--- src/rtl/dma_desc_pkg.sv ---
// Shared types for the DMA descriptor engine: FSM states, descriptor field offsets, width helpers.
package dma_desc_pkg;

    typedef enum logic [2:0] {
        IDLE,
        LOAD,
        SIZE,
        REQ,
        WAIT_ACK
    } state_e;

    // Descriptor word layout is {count, addr}; count starts right above addr.
    localparam int ADDR_LSB = 0;

    function automatic int cnt_lsb(input int addr_w);
        return addr_w;
    endfunction

    function automatic int ch_width(input int n);
        return (n > 1) ? $clog2(n) : 1;
    endfunction

endpackage

--- src/rtl/dma_rr_arbiter.sv ---
// Combinational round-robin pick: first asserted request at or above ptr_i, wrapping to 0.
// Zero latency; no state, the pointer register lives in the caller.
module dma_rr_arbiter
    import dma_desc_pkg::*;
#(
    parameter int NUM_CH = 4,
    parameter int CH_W   = ch_width(NUM_CH)
) (
    input  logic [NUM_CH-1:0] req_i,
    input  logic [CH_W-1:0]   ptr_i,
    output logic [NUM_CH-1:0] grant_o,
    output logic [CH_W-1:0]   idx_o,
    output logic              vld_o
);

    always_comb begin
        grant_o = '0;
        idx_o   = '0;
        vld_o   = 1'b0;
        for (int i = 0; i < NUM_CH; i++) begin
            if (!vld_o && req_i[i] && (i >= int'(ptr_i))) begin
                grant_o[i] = 1'b1;
                idx_o      = CH_W'(i);
                vld_o      = 1'b1;
            end
        end
        // Wrapped pass only runs when nothing at or above the pointer asked.
        for (int i = 0; i < NUM_CH; i++) begin
            if (!vld_o && req_i[i] && (i < int'(ptr_i))) begin
                grant_o[i] = 1'b1;
                idx_o      = CH_W'(i);
                vld_o      = 1'b1;
            end
        end
    end

endmodule

--- src/rtl/dma_desc_engine.sv ---
// Round-robin descriptor engine: splits each descriptor into <=MAX_BURST bursts, issued only when fifo_room fits.
// desc_rden->fetch_req is 4 cycles; fetch_req holds until fetch_ack. DMA_DESC_BOUNDARY_SPLIT_EN adds boundary clipping.
module dma_desc_engine
    import dma_desc_pkg::*;
#(
    parameter int NUM_CH          = 4,
    parameter int ADDR_W          = 32,
    parameter int CNT_W           = 32,
    parameter int BURST_W         = 8,
    parameter int MAX_BURST       = 8,
    parameter int WORD_BYTES_LOG2 = 2,
    parameter int CH_W            = ch_width(NUM_CH)
`ifdef DMA_DESC_BOUNDARY_SPLIT_EN
    ,
    parameter int BOUNDARY_LOG2   = 12
`endif
) (
    input  logic                             clk,
    input  logic                             rstb,
    input  logic [NUM_CH-1:0]                desc_valid,
    input  logic [NUM_CH*(CNT_W+ADDR_W)-1:0] desc_data,
    output logic [NUM_CH-1:0]                desc_rden,
    output logic                             fetch_req,
    output logic [ADDR_W-1:0]                fetch_addr,
    output logic [BURST_W-1:0]               fetch_len,
    output logic [CH_W-1:0]                  fetch_ch,
    input  logic                             fetch_ack,
    input  logic [BURST_W-1:0]               fifo_room,
    output logic                             room_take,
    output logic [NUM_CH-1:0]                desc_done,
    output logic                             busy
);

    localparam int DW      = CNT_W + ADDR_W;
    localparam int CNT_LSB = cnt_lsb(ADDR_W);

    state_e              state_q, state_d;
    logic [CH_W-1:0]     ch_q, ch_d;
    logic [CH_W-1:0]     rr_q, rr_d;
    logic [ADDR_W-1:0]   addr_q, addr_d;
    logic [CNT_W-1:0]    remain_q, remain_d;
    logic [BURST_W-1:0]  len_q, len_d;
    logic                req_q, req_d;
    logic                take_q, take_d;
    logic [NUM_CH-1:0]   done_q, done_d;

    logic [NUM_CH-1:0]   gnt;
    logic [CH_W-1:0]     gnt_idx;
    logic                gnt_vld;
    logic [BURST_W-1:0]  burst_len;
    logic [DW-1:0]       desc_arr [NUM_CH];

    for (genvar i = 0; i < NUM_CH; i++) begin : g_desc
        assign desc_arr[i] = desc_data[i*DW +: DW];
    end

    dma_rr_arbiter #(
        .NUM_CH (NUM_CH),
        .CH_W   (CH_W)
    ) u_arb (
        .req_i   (desc_valid),
        .ptr_i   (rr_q),
        .grant_o (gnt),
        .idx_o   (gnt_idx),
        .vld_o   (gnt_vld)
    );

`ifdef DMA_DESC_BOUNDARY_SPLIT_EN
    logic [BOUNDARY_LOG2:0] bnd_bytes;
`endif

    always_comb begin
        burst_len = (remain_q < CNT_W'(MAX_BURST)) ? remain_q[BURST_W-1:0] : BURST_W'(MAX_BURST);
`ifdef DMA_DESC_BOUNDARY_SPLIT_EN
        // Bytes left before the next 2^BOUNDARY_LOG2 boundary, converted to words.
        bnd_bytes = {1'b1, {BOUNDARY_LOG2{1'b0}}} - {1'b0, addr_q[BOUNDARY_LOG2-1:0]};
        if (int'(bnd_bytes >> WORD_BYTES_LOG2) < int'(burst_len)) begin
            burst_len = BURST_W'(bnd_bytes >> WORD_BYTES_LOG2);
        end
`endif
    end

    always_comb begin
        state_d   = state_q;
        ch_d      = ch_q;
        rr_d      = rr_q;
        addr_d    = addr_q;
        remain_d  = remain_q;
        len_d     = len_q;
        req_d     = req_q;
        take_d    = 1'b0;
        done_d    = '0;
        desc_rden = '0;
        case (state_q)
            IDLE: begin
                if (gnt_vld) begin
                    desc_rden = gnt;
                    ch_d      = gnt_idx;
                    rr_d      = (int'(gnt_idx) == NUM_CH - 1) ? '0 : gnt_idx + CH_W'(1);
                    state_d   = LOAD;
                end
            end
            LOAD: begin
                addr_d   = desc_arr[ch_q][ADDR_LSB +: ADDR_W];
                remain_d = desc_arr[ch_q][CNT_LSB +: CNT_W];
                if (desc_arr[ch_q][CNT_LSB +: CNT_W] == '0) begin
                    done_d  = NUM_CH'(1) << ch_q;
                    state_d = IDLE;
                end else begin
                    state_d = SIZE;
                end
            end
            SIZE: begin
                len_d   = burst_len;
                state_d = REQ;
            end
            REQ: begin
                if (fifo_room >= len_q) begin
                    req_d    = 1'b1;
                    take_d   = 1'b1;
                    remain_d = remain_q - CNT_W'(len_q);
                    state_d  = WAIT_ACK;
                end
            end
            WAIT_ACK: begin
                if (fetch_ack) begin
                    req_d = 1'b0;
                    if (remain_q == '0) begin
                        done_d  = NUM_CH'(1) << ch_q;
                        state_d = IDLE;
                    end else begin
                        addr_d  = addr_q + (ADDR_W'(len_q) << WORD_BYTES_LOG2);
                        state_d = SIZE;
                    end
                end
            end
            default: state_d = IDLE;
        endcase
    end

    always_ff @(posedge clk or negedge rstb) begin
        if (!rstb) begin
            state_q  <= IDLE;
            ch_q     <= '0;
            rr_q     <= '0;
            addr_q   <= '0;
            remain_q <= '0;
            len_q    <= '0;
            req_q    <= 1'b0;
            take_q   <= 1'b0;
            done_q   <= '0;
        end else begin
            state_q  <= state_d;
            ch_q     <= ch_d;
            rr_q     <= rr_d;
            addr_q   <= addr_d;
            remain_q <= remain_d;
            len_q    <= len_d;
            req_q    <= req_d;
            take_q   <= take_d;
            done_q   <= done_d;
        end
    end

    assign fetch_req  = req_q;
    assign fetch_addr = addr_q;
    assign fetch_len  = len_q;
    assign fetch_ch   = ch_q;
    assign room_take  = take_q;
    assign desc_done  = done_q;
    assign busy       = (state_q != IDLE);

endmodule

--- config.mk ---
export PLATFORM = sky130hd
export DESIGN_NAME = dma_desc_engine
export DESIGN_NICKNAME = d
export VERILOG_FILES = /design/src/rtl/dma_desc_pkg.sv /design/src/rtl/dma_rr_arbiter.sv /design/src/rtl/dma_desc_engine.sv
export SDC_FILE = /design/constraint.sdc
export NUM_CORES = 1
export LEC_CHECK = 0
export BUFFER_PORTS_ARGS = -buffer_cell sky130_fd_sc_hd__buf_2
export CORE_UTILIZATION = 27
export DETAILED_ROUTE_END_ITERATION = 7
export MAX_ROUTING_LAYER = met4
export PLACE_DENSITY = 0.5
export SETUP_SLACK_MARGIN = 0.3
export SLEW_MARGIN = 20
export SYNTH_ARGS = -nofsm -noshare
export SYNTH_HDL_FRONTEND = slang
export SYNTH_SLANG_ARGS = --single-unit
--- constraint.sdc ---
create_clock -name clk -period 3.6 [get_ports clk]
set_clock_uncertainty 0.05 [all_clocks]
set_input_delay 0.36 -clock clk [delete_from_list [all_inputs] [get_ports clk]]
set_output_delay 0.36 -clock clk [all_outputs]
set_load 0.01 [all_outputs]
==> results.sh <==
export IMPL_status="finished with violations"
export IMPL_violations="design-rule violations"
export IMPL_drt_iter0_markers=501
export IMPL_antenna_found_initial=0
export IMPL_std_cell_rows=59
export IMPL_ys_warn_count=0
export IMPL_worstSetupPathDepth=8
export IMPL_port_buffers=323
export IMPL_grt_max_degree=67
export IMPL_crit_path_max_incr_delay_ns=0.58
export IMPL_finalHoldViolations=0
export IMPL_layout_common_cells="buf_2 (322), nand2_1 (87), dfrtp_1 (83)"
export IMPL_syn_to_final_growth_pct=31.8
export IMPL_syn_area_per_cell_um2=9.53
export IMPL_whs_ns=0.181
export IMPL_cellPowerDensity_mw_per_mm2=790
export IMPL_firstDrtPassIters=8
export IMPL_setup_slack_ns=0.515
export IMPL_syn_cell_area_mm2=0.00719
export IMPL_worstReg2RegEnd="fetch_addr[11]$_DFFE_PN0P_"
export IMPL_first_global_vias=7382
export IMPL_dp_slack_ns=0.355
export IMPL_cts_sinks=85
export IMPL_drt_wirelength_per_cell_um=20.1
export IMPL_cts_resized=0
export IMPL_dieArea_mm2=0.0273
export IMPL_ys_seq_elements=85
export IMPL_synthArstFlopShare_pct=100
export IMPL_pin_count=324
export IMPL_die_width_um=165
export IMPL_via_per_inst=5.37
export IMPL_hold_path_startpoint="fetch_ack"
export IMPL_crit_slowest_cell="or4_4"
export IMPL_setup_viol_count_final=0
export IMPL_syn_inst=755
export IMPL_ir_worst_vdd_mv=0.491
export IMPL_hp_class="in2reg"
export IMPL_core_mm2=0.0261
export IMPL_path_cells="or4_4 -> or4_4 -> nor3_4 -> a21o_4 -> nand2_1 -> buf_4 -> nor2_1 -> a211oi_2"
export IMPL_start_util_pct=27.5
export IMPL_drtAntennaViolNets=0
export IMPL_fin_setup_tns_ns=0
export IMPL_rsz0062_at_grt="no"
export IMPL_setup_worst_path_class="reg2reg"
export IMPL_clock_fmax_mhz=324
export IMPL_fin_crit_ns=3.08
export IMPL_fin_nets=1358
export IMPL_crit_family="simple AND/OR/NAND/NOR gates"
export IMPL_period_share_pct=85.7
export IMPL_synth_edf_count=0
export IMPL_synth_seq_area_share_pct=29.6
export IMPL_syn_nets=1053
export IMPL_crit_reg2reg_launch="remain_q[11]$_DFFE_PN0P_"
export IMPL_grt_pass1_wl_um=42600
export IMPL_drv_cap=0
export IMPL_worst_setup_path_start_kind="flop"
export IMPL_root_buffer="clkbuf_16"
export IMPL_drc=31
export IMPL_cts_tree="yes"
export IMPL_reg2reg_slack_ns=0.52
export IMPL_overflow=0
export IMPL_tightest_slew_ns=0.949
export IMPL_die_h_um=165
export IMPL_h_tree_depth=3
export IMPL_drt_total_wl_um=28100
export IMPL_layout_commonest_cell="buf_2"
export IMPL_dp_hpwl_um=22600
export IMPL_endpoint="fetch_addr[11]$_DFFE_PN0P_"
export IMPL_critPathMaxFanout=18
export IMPL_worst_ep_arrival_time_ns=3.24
export IMPL_gp_congestion=0.927
export IMPL_critPathBufInv=1
export IMPL_clkTransAtPathRegs_ns=0.07
export IMPL_rr_worst_depth=8
export IMPL_numCtsBuffers=9
export IMPL_end_kind="flop"
export IMPL_path_common_cell="or4_4"
export IMPL_vias=7519
export IMPL_ys_flop_type="dfrtp_1"
export IMPL_startpoint="remain_q[11]$_DFFE_PN0P_"
export IMPL_power_leakage_nw=4.16
export IMPL_cp_required_ns=3.76
export IMPL_clk_path_buf_depth=2
export IMPL_slew_headroom_pct=36.2
export IMPL_ys_types=75
export IMPL_clkLatencyLatePin_ns=0.36
export IMPL_track_usage_pct=21.4
export IMPL_drive_gt1_share_pct=41.7
export IMPL_p_total_w=0.00749
export IMPL_drv_slew=0
export IMPL_diodes=0
-- Yosys cell counts (all sizes together), types with 3 or more instances --
cell type / instances / area, um^2
mux4: 64 / 1440
clkbuf: 28 / 105
and3: 3 / 18.8
a41oi: 5 / 43.8
buf: 19 / 115
ha: 25 / 313
xnor2: 5 / 43.8
a211oi: 11 / 87.6
nand4: 8 / 50.1
nand2: 87 / 327
o2bb2ai: 4 / 35.0
o22ai: 17 / 106
mux2: 3 / 33.8
or3: 7 / 43.8
and2: 7 / 46.3
a31oi: 10 / 62.6
nor3b: 3 / 22.5
or4: 6 / 52.6
nor4: 16 / 115
inv: 23 / 86.3
nor3: 23 / 136
a2bb2oi: 9 / 78.8
nor2b: 7 / 43.8
nand3: 13 / 65.1
mux2i: 4 / 40.0
o31ai: 3 / 22.5
o21ai: 46 / 230
o22a: 7 / 61.3
a21o: 6 / 52.6
dfrtp: 85 / 2130
nor2: 79 / 297
o21a: 6 / 45.0
a32oi: 3 / 26.3
a22oi: 5 / 37.5
a22o: 4 / 35.0
o221ai: 3 / 26.3
xor2: 3 / 26.3
o31a: 3 / 26.3
o211ai: 5 / 42.5
nand2b: 4 / 25.0
a21oi: 59 / 307
-- per-layer routing --
metal / share of wire [%] / vias to the layer above / GRT usage [%]
li1: - / 3543 / -
met1: 45 / 3585 / 28.2
met2: 44 / 341 / 32.0
met3: 6.6 / 50 / 3.30
met4: 4.5 / 0 / 9.92
met5: 0 / - / -
-- where the power goes --
part,leakage [nW],internal [W],switching (W)
Sequential,1.01,0.00139,0.000536
Combinational,3.02,0.00207,0.00257
Clock,0.134,0.000480,0.000442
Total,4.16,0.00394,0.00355
-- through the flow --
stage          utilization, %  instance area [um^2]  std cells
3_3_place_gp             35.1                  9170       1382
6_report                 36.3                  9480       1400
4_1_cts                  36.2                  9460       1399
2_1_floorplan               -                  7190        755
3_5_place_dp             35.1                  9170       1382
5_1_grt                  36.3                  9480       1400
-- what timing repair did --
action	in CTS	in global routing
hold endpoints to repair	7	0
endpoints found under the setup margin	0	5
hold buffers	1	0
setup buffers	0	1
-- cell families after synthesis --
logic type      Yosys count  share of synthesized area, %
simple gates            272                          18.4
compound gates          222                          20.8
flops                    85                          29.6
mux                      71                          21.1
buf+inv                  70                          4.26
fa+ha+maj                27                          4.91
xor+xnor                  8                         0.974
-- flip-flops by register name (all words and copies together) (netlist names) --
name,flops
desc_done,4
fetch_addr,32
fetch_ch,2
fetch_len,8
fetch_req,1
remain_q,32
room_take,1
rr_q,2
state_q,3
-- area by class of cell --
cell class	count	area, um^2
well taps	335	419
inverters	23	86.3
repair buffers	341	1790
fillers	2683	16700
multi-input cells	600	4770
flip-flops and latches	85	2130
clock inverters	6	51.3
clock buffers	10	229
-- worst min path at each step --
| stage | end | slack (ns) | cells past startpoint |
|---|---|---|---|
| final | state_q[2]$_DFFE_PN0P_ | 0.18 | 2 |
| after global routing | state_q[2]$_DFFE_PN0P_ | 0.19 | 2 |
| after CTS | state_q[2]$_DFFE_PN0P_ | 0.17 | 2 |
| after detailed placement | fetch_addr[16]$_DFFE_PN0P_ | 0.39 | 1 |
| after global placement | fetch_addr[16]$_DFFE_PN0P_ | 0.39 | 1 |
| after floorplan | desc_done[0]$_DFF_PN0_ | 0.01 | 0 |
(Power assumes the default switching activity.)
